`src/rtl/stream_mux_pkg.sv`:
```
`default_nettype none
// ============================================================================
//  Module   : stream_mux_pkg
//  Purpose  : Shared constants and helpers for the stream multiplexer.
//             - MODE_* encodings for the selection policy
//             - onehot_to_idx(): one-hot vector to binary index (N <= 64)
//  Revision : 1.0  initial release
// ============================================================================
package stream_mux_pkg;

  localparam int MODE_SEL  = 0;  // external select
  localparam int MODE_PRIO = 1;  // fixed priority, lowest index wins
  localparam int MODE_RR   = 2;  // round-robin

  localparam int MAX_CHANNELS = 64;

  // OR-reduction encoder: correct for any one-hot or all-zero input.
  function automatic logic [5:0] onehot_to_idx(input logic [MAX_CHANNELS-1:0] oh);
    logic [5:0] idx;
    idx = '0;
    for (int i = 0; i < MAX_CHANNELS; i++) begin
      if (oh[i]) idx = idx | 6'(i);
    end
    return idx;
  endfunction

endpackage
`default_nettype wire

```
`src/rtl/stream_mux_n_arb.sv`:
```
`default_nettype none
// ============================================================================
//  Module   : rr_arbiter
//  Purpose  : Rotating-priority arbiter. Grants the first requester at or
//             above ptr, wrapping to index 0. With ptr tied to 0 it is a
//             plain lowest-index-wins priority encoder.
//  Ports    : req     [N]      request vector
//             ptr     [SEL_W]  index with highest priority this cycle
//             en      1        grant enable; gnt is zero when low
//             gnt     [N]      one-hot grant (or zero)
//             gnt_idx [SEL_W]  binary index of gnt (0 when no grant)
//  Revision : 1.0  initial release
// ============================================================================
module rr_arbiter
  import stream_mux_pkg::*;
#(
  parameter int N     = 4,
  parameter int SEL_W = $clog2(N)
) (
  input  logic [N-1:0]     req,
  input  logic [SEL_W-1:0] ptr,
  input  logic             en,
  output logic [N-1:0]     gnt,
  output logic [SEL_W-1:0] gnt_idx
);

  // Two copies of the request vector side by side. Requests below ptr are
  // masked in the lower copy only, so a lowest-set-bit search over the whole
  // 2N vector finds the first requester at/after ptr, and falls through to
  // the unmasked upper copy to provide the wrap-around.
  logic [2*N-1:0] w_dreq;
  logic [2*N-1:0] w_dgnt;
  logic           w_found;
  logic [N-1:0]   w_gnt;

  always_comb begin
    w_dreq  = {req, req};
    w_dgnt  = '0;
    w_found = 1'b0;
    for (int i = 0; i < N; i++) begin
      if (i < int'(ptr)) w_dreq[i] = 1'b0;
    end
    for (int i = 0; i < 2 * N; i++) begin
      if (!w_found && w_dreq[i]) begin
        w_dgnt[i] = 1'b1;
        w_found   = 1'b1;
      end
    end
  end

  // Fold the two halves back onto N channels; only one bit is ever set.
  assign w_gnt   = en ? (w_dgnt[N-1:0] | w_dgnt[2*N-1:N]) : '0;
  assign gnt     = w_gnt;
  assign gnt_idx = SEL_W'(onehot_to_idx(MAX_CHANNELS'(w_gnt)));

endmodule
`default_nettype wire

```
`src/rtl/stream_mux_n.sv`:
```
`default_nettype none
// ============================================================================
//  Module   : stream_mux_n
//  Purpose  : N-input registered stream multiplexer with valid/ready
//             handshake. One channel is granted per cycle (external select,
//             fixed priority or round-robin) and loaded into a single output
//             register feeding the downstream consumer.
//  Ports    : clk, rst            clock, synchronous active-high reset
//             in_valid  [N]       per-channel request
//             in_data   [N*WIDTH] channel i at [i*WIDTH +: WIDTH]
//             in_ready  [N]       one-hot/zero: channel beat taken this cycle
//             sel       [SEL_W]   channel select (MODE 0 only)
//             out_valid           output register holds a beat
//             out_data  [WIDTH]   registered data
//             out_chan  [SEL_W]   channel that supplied out_data
//             out_ready           downstream accepts the beat
//  Revision : 1.0  initial release
// ============================================================================
module stream_mux_n
  import stream_mux_pkg::*;
#(
  parameter int WIDTH = 8,
  parameter int N     = 4,
  parameter int MODE  = 2,
  parameter int SEL_W = $clog2(N)
) (
  input  logic                 clk,
  input  logic                 rst,
  input  logic [N-1:0]         in_valid,
  input  logic [N*WIDTH-1:0]   in_data,
  output logic [N-1:0]         in_ready,
  input  logic [SEL_W-1:0]     sel,
  output logic                 out_valid,
  output logic [WIDTH-1:0]     out_data,
  output logic [SEL_W-1:0]     out_chan,
  input  logic                 out_ready
);

  logic                 out_valid_q;
  logic [WIDTH-1:0]     out_data_q;
  logic [SEL_W-1:0]     out_chan_q;
  logic [SEL_W-1:0]     rr_ptr_q;
  logic [SEL_W-1:0]     rr_ptr_d;

  logic                 w_load;
  logic [N-1:0]         w_grant;
  logic [SEL_W-1:0]     w_idx;
  logic [WIDTH-1:0]     w_data;
  logic                 w_any;

  // The output register can take a new beat whenever it is empty or its
  // current beat leaves this cycle.
  assign w_load = ~out_valid_q | out_ready;

  generate
    if (MODE == MODE_SEL) begin : g_sel
      // Comparing against every index naturally yields no grant for sel >= N.
      always_comb begin
        w_grant = '0;
        for (int i = 0; i < N; i++) begin
          w_grant[i] = in_valid[i] && (int'(sel) == i);
        end
      end
      assign w_idx = sel;
      logic w_ptr_unused;
      assign w_ptr_unused = ^rr_ptr_q;
    end else if (MODE == MODE_PRIO) begin : g_prio
      rr_arbiter #(.N(N), .SEL_W(SEL_W)) u_arb (
        .req     (in_valid),
        .ptr     ('0),
        .en      (1'b1),
        .gnt     (w_grant),
        .gnt_idx (w_idx)
      );
      logic w_sel_unused;
      assign w_sel_unused = ^{sel, rr_ptr_q};
    end else begin : g_rr
      rr_arbiter #(.N(N), .SEL_W(SEL_W)) u_arb (
        .req     (in_valid),
        .ptr     (rr_ptr_q),
        .en      (1'b1),
        .gnt     (w_grant),
        .gnt_idx (w_idx)
      );
      logic w_sel_unused;
      assign w_sel_unused = ^sel;
    end
  endgenerate

  assign w_any = |w_grant;

  // AND-OR data mux driven by the one-hot grant.
  always_comb begin
    w_data = '0;
    for (int i = 0; i < N; i++) begin
      if (w_grant[i]) w_data = w_data | in_data[i*WIDTH +: WIDTH];
    end
  end

  // Pointer moves just past the channel that was served.
  assign rr_ptr_d = (w_idx == SEL_W'(N - 1)) ? '0 : w_idx + 1'b1;

  always_ff @(posedge clk) begin
    if (rst) begin
      out_valid_q <= 1'b0;
      out_data_q  <= '0;
      out_chan_q  <= '0;
      rr_ptr_q    <= '0;
    end else if (w_load) begin
      out_valid_q <= w_any;
      if (w_any) begin
        out_data_q <= w_data;
        out_chan_q <= w_idx;
        rr_ptr_q   <= rr_ptr_d;
      end
    end
  end

  assign in_ready  = w_grant & {N{w_load & ~rst}};
  assign out_valid = out_valid_q;
  assign out_data  = out_data_q;
  assign out_chan  = out_chan_q;

endmodule
`default_nettype wire

```
`config.mk`:
```
export PLATFORM = sky130hd
export DESIGN_NAME = stream_mux_n
export DESIGN_NICKNAME = d
export VERILOG_FILES = /design/src/rtl/stream_mux_pkg.sv /design/src/rtl/stream_mux_n_arb.sv /design/src/rtl/stream_mux_n.sv
export SDC_FILE = /design/constraint.sdc
export NUM_CORES = 1
export LEC_CHECK = 0
export BUFFER_PORTS_ARGS = -buffer_cell sky130_fd_sc_hd__buf_2
export CELL_PAD_IN_SITES_DETAIL_PLACEMENT = 1
export CELL_PAD_IN_SITES_GLOBAL_PLACEMENT = 1
export CORE_MARGIN = 2
export CORE_UTILIZATION = 31
export DETAILED_ROUTE_END_ITERATION = 16
export PLACE_DENSITY_LB_ADDON = 0.12
export SETUP_SLACK_MARGIN = 0.02
export SYNTH_ARGS = -nofsm -noshare
export SYNTH_HDL_FRONTEND = slang
export SYNTH_HIERARCHICAL = 1
export SYNTH_SLANG_ARGS = --single-unit
```
`constraint.sdc`:
```
create_clock -name clk -period 3.8 [get_ports clk]
set_clock_uncertainty 0.15 [all_clocks]
set_input_delay 0.76 -clock clk [delete_from_list [all_inputs] [get_ports clk]]
set_output_delay 0.76 -clock clk [all_outputs]
set_load 0.05 [all_outputs]
```
---- Word-level counts from Yosys, hierarchy flattened ----
Index checks and enable logic that the tools add are counted.
cells by class
  add/sub/neg operators ................... 1
  $lt $le $gt $ge ......................... 3
  eq/ne operators ......................... 1
  muxes and demuxes ....................... 25
  bitwise gates (word level) .............. 9
  reductions and logical operators ........ 16
operators with widths
  cell                                                                  number
  8-bit two-way mux                                                     4
  8-bit OR                                                              3
  1-bit two-way mux                                                     18
  1-bit logical AND                                                     7
  1-bit zero test                                                       7
  2-bit two-way mux                                                     3
  4-bit bitwise AND                                                     1
  1-bit by 2-bit < comparator with 1-bit output (first input constant)  2
  4-bit OR                                                              1
  4-bit OR reduction                                                    1
  2-bit by 1-bit adder with 2-bit output (second input constant)        1
  2-bit == test (second input constant)                                 1
  2-bit < comparator (first input constant)                             1
  1-bit NOT                                                             2
  2-bit AND reduction                                                   1
  1-bit bitwise AND                                                     1
  1-bit OR                                                              1
storage, ports and cells
  bits in registers ....................... 13
  bits of input ports ..................... 41
  output and inout bits ................... 15
  logic and storage cells ................. 59

---- Logic depth before layout (Yosys ltp) ----
  word-level depth ........................ 32
  gate-level depth with buffers ........... 8
  mapped depth without buffers ............ 7

---- Modules after synthesis ----
The synthesis kept the hierarchy.
modules (own cells, without submodules)
  module        instances  cells each  area an instance (sq um)  sequential area each (sq um)
  stream_mux_n  1          77          740.7                     260.2
  rr_arbiter    1          24          138.9                     0.0

---- Worst setup path before layout ----
No wires, ideal clock.
  path type ............................... input -> output
  from .................................... input port in_valid[3]
  to ...................................... output port in_ready[2]
  data arrival time ....................... 1900 ps
  data required time ...................... 2890 ps
  slack ................................... 990 ps
  stages on the path ...................... 6
  path buffers ............................ 1
  cell sequence ........................... nor2_1 -> a21oi_1 -> o21ai_0 -> and2_1 -> buf_2 -> and2_1
between the ends
  cells in the longest elaborated chain, start to end .. 13
RTL lines
  item                 RTL line                RTL
  start: declaration   stream_mux_n.sv:29      input logic [N-1:0] in_valid,
  1-bit logical AND *  stream_mux_n_arb.sv:44  if (!w_found && w_dreq[i]) begin
  1-bit two-way mux *  stream_mux_n_arb.sv:44
  1-bit zero test      stream_mux_n_arb.sv:44
  1-bit logical AND    stream_mux_n_arb.sv:44
  1-bit two-way mux *  stream_mux_n_arb.sv:44
  1-bit zero test      stream_mux_n_arb.sv:44
  1-bit logical AND    stream_mux_n_arb.sv:44
  1-bit two-way mux *  stream_mux_n_arb.sv:44
  1-bit zero test *    stream_mux_n_arb.sv:44
  1-bit logical AND *  stream_mux_n_arb.sv:44
  1-bit two-way mux *  stream_mux_n_arb.sv:44
  4-bit OR *           stream_mux_n_arb.sv:52  assign w_gnt = en ? (w_dgnt[N-1:0] | w_dgnt[2*N-1:N]) : '0;
  net w_grant[2]       stream_mux_n.sv:46      logic [N-1:0] w_grant;
  4-bit bitwise AND *  stream_mux_n.sv:119     assign in_ready = w_grant & {N{w_load & ~rst}};
  end: declaration     stream_mux_n.sv:31      output logic [N-1:0] in_ready,
Mark *: on every way through the listed nets, which the timed path passes. The rest lies on a longest branch.

---- Worst setup path after layout ----
  from .................................... input port in_valid[0]
  to ...................................... output port in_ready[2]
between the ends
  cells in the longest elaborated chain, start to end .. 22
  elaborated cells between the ends (all ways) .. 23
  classes of those cells .................. 9 x mux; 2 x bitwise; 12 x reduce/logical
RTL lines
  item                 RTL line                RTL
  1-bit two-way mux    stream_mux_n_arb.sv:41  if (i < int'(ptr)) w_dreq[i] = 1'b0;
  1-bit two-way mux    stream_mux_n_arb.sv:44
  1-bit zero test      stream_mux_n_arb.sv:44
  1-bit logical AND    stream_mux_n_arb.sv:44
  1-bit two-way mux    stream_mux_n_arb.sv:44
  1-bit zero test      stream_mux_n_arb.sv:44
  1-bit logical AND    stream_mux_n_arb.sv:44
  1-bit two-way mux    stream_mux_n_arb.sv:44
  (+7 left out)        -
  1-bit logical AND    stream_mux_n_arb.sv:44
  1-bit two-way mux    stream_mux_n_arb.sv:44
  1-bit zero test      stream_mux_n_arb.sv:44
  1-bit logical AND    stream_mux_n_arb.sv:44
  1-bit two-way mux    stream_mux_n_arb.sv:44
  4-bit OR *           stream_mux_n_arb.sv:52
  net w_grant[2]       stream_mux_n.sv:46
  4-bit bitwise AND *  stream_mux_n.sv:119
Marks and branches as above.

==> impl_metrics.json <==
{
  "slew_violations": 0,
  "first_global_vias": 1068,
  "relSlewSlack": 0.611,
  "finalSetupViolCount": 0,
  "nets": 199,
  "clock-root-buffer": "clkbuf_4",
  "multi_input_area_sq_um": 579,
  "rsz0062_at_grt": "false",
  "grt_pass1_wl_um": 4680,
  "dieWidth_um": 57.3,
  "areaGrowthSynthToFinish_pct": 33.9,
  "fp-row-count": 19,
  "clkTransAtPathRegs_ns": 0.07,
  "dp_hpwl_um": 2160,
  "cts.repair.resized": 0,
  "grt_util_all_layers": 0.182,
  "io_buffers": 53,
  "htreeDepth": 1,
  "outcome": "completed",
  "ys_ff_latch": 13,
  "die_y_um": 57.3,
  "hold_buffers": 0,
  "antenna_found_initial": 0,
  "synth_cells": 101,
  "core-area_sq_um": 2730,
  "nFillCells": 356,
  "clock_path_buffers": 2,
  "diodes": 0,
  "ios": 56,
  "wl_per_cell_um": 14.9,
  "worst_setup_path_start_kind": "input port",
  "worst_hold_path_type": "flop to flop",
  "drcViolationCount": 0,
  "critPathKind": "input port to output port",
  "ys_warn_count": 6,
  "cts_setup_buffers": 0,
  "yosys-top-cells-area": "dfxtp_1, a22o_2, a21oi_1",
  "cts_made_buffers": 3,
  "firstDrtPassIters": 4,
  "crit_required_ns": 2.89,
  "overflow": 0,
  "synth_top_area_cell": "dfxtp_1",
  "period_share": 0.829,
  "dp_cells": 183,
  "p_per_area_nw_per_um2": 396,
  "grt_max_degree": 15,
  "hold_viol": 0,
  "drive_gt1_frac": 0.468,
  "synth_area_sq_um": 880,
  "routed-wl-met2_um": 1380,
  "timing.fmax_mhz": 317,
  "worst_pin_slew_ns": 0.582,
  "vias": 1022,
  "worstRegToRegCells": 7,
  "cp-end-kind": "output port",
  "tritoncts": "done",
  "max-vdd-ir-drop_v": 0.000203,
  "wl_met3_um": 149,
  "clock_sink_count": 13,
  "p_leak_nw": 0.545,
  "seqCellArea_sq_um": 260,
  "vias_per_cell": 5.47,
  "finalNonFillerCells": 187,
  "synth.distinct_cells": 30,
  "hold_depth": 2,
  "min_period_ns": 3.15,
  "netlist.area_leader.share": 0.296,
  "drt_iter0_markers": 29,
  "design_area_sq_um": 1180,
  "gp_congestion": 0.809,
  "totalWireLength_um": 2780,
  "seq_area_frac_synth": 0.296,
  "drv_cap": 0,
  "critPathMaxFanout": 11,
  "met1_length_um": 1220,
  "placed_area_sq_um": 1150,
  "ant_nets": 0,
  "cp_data_arrival_time_ns": 2.24,
  "top_layer": "met4",
  "tns_ns": 0,
  "dieArea_sq_um": 3280,
  "initial_utilization": 0.322,
  "syn_avg_cell_area_sq_um": 8.71,
  "clk_latency_ns": 0.28
}
[path summary, 6_finish.rpt]
check                           startpoint                        to  slack [ns]
hold / removal    out_chan[0]$_SDFFE_PP0P_  out_chan[0]$_SDFFE_PP0P_        0.34
hold reg to reg   out_chan[0]$_SDFFE_PP0P_  out_chan[0]$_SDFFE_PP0P_        0.34
setup reg to reg  rr_ptr_q[1]$_SDFFE_PP0P_  out_data[6]$_SDFFE_PP0P_        1.49
setup / recovery               in_valid[0]               in_ready[2]        0.65
[report_power, final]
group	switching [mW]	internal [mW]	leakage, nW	total, mW
registers	0.0138	0.156	0.107	0.169
clock network	0.0434	0.0406	0.0150	0.0840
logic	0.140	0.0735	0.423	0.213
[logic make-up after synthesis]
group	after synthesis	share of synthesized area
compound gates	52	0.431
fa+ha+maj	1	0.0142
buf+inv	9	0.0668
flops	13	0.296
other cells	1	0.00426
simple gates	25	0.188
[cell type report]
cell class | count | area share
tap | 31 | 0.0329
inverter | 2 | 0.00638
sequential | 13 | 0.221
multi-input combinational | 84 | 0.492
timing repair buffer | 53 | 0.225
clock buffer | 4 | 0.0223
[cell usage in the layout, fill, tap and decap left out, drive strengths merged, types with 3 or more instances in the layout]
master  instances
and2            7
nand3           3
a211oi          8
conb            6
a22o            8
nor2            7
clkbuf          4
a21oi          17
buf            53
o21ai           6
a221oi          8
dfxtp          13
[state kept, by name, summed over array words and instances, names as in the netlist]
name	flops
out_valid	1
out_chan	2
out_data	8
rr_ptr_q	2
[per-stage QoR]
| stage | hold WS [ns] | power, mW | utilization | setup slack [ns] |
|---|---|---|---|---|
| finish | 0.337 | 0.466 | 0.431 | 0.649 |
| CTS | 0.349 | 0.473 | 0.431 | 0.609 |
| global route | 0.367 | 0.503 | 0.431 | 0.425 |
| global placement | 0.318 | 0.381 | 0.421 | 0.640 |
| floorplan | 0.363 | 0.333 | - | 0.990 |
| detailed placement | 0.334 | 0.386 | 0.421 | 0.612 |
[critical path, stage by stage]
cell and delay, ns:
buf_2 0.13, nor2_1 0.12, a21oi_1 0.05, o21ai_0 0.24, and2_1 0.47, and2_1 0.20, buf_2 0.26
[layer usage]
layer  GRT usage  vias up
met2       0.325       30
met3      0.0317        4
met1       0.221      489
met4      0.0598        0
met5           0        -
li1            -      499
[cells in the mapped netlist]
cell and n:
inv_1 1, buf_2 2, and3_1 1, inv_2 1, nand3_1 3, clkbuf_1 2, o221ai_1 1, a211oi_1 7
o21a_1 2, or4_1 1, nor2b_1 2, a21oi_2 2, a221oi_1 8, nor2_1 6, a21oi_1 15, o21ai_0 6
nor2_4 1, a22o_2 8, nand2b_1 2, o221a_2 1, a211oi_2 1, and2_2 1, ha_1 1, nor4_4 1
buf_6 3, and2_1 6, dfxtp_1 13, o22ai_1 1, conb_1 1, or4_4 1
Note: power is estimated with default switching activity, not from simulation.
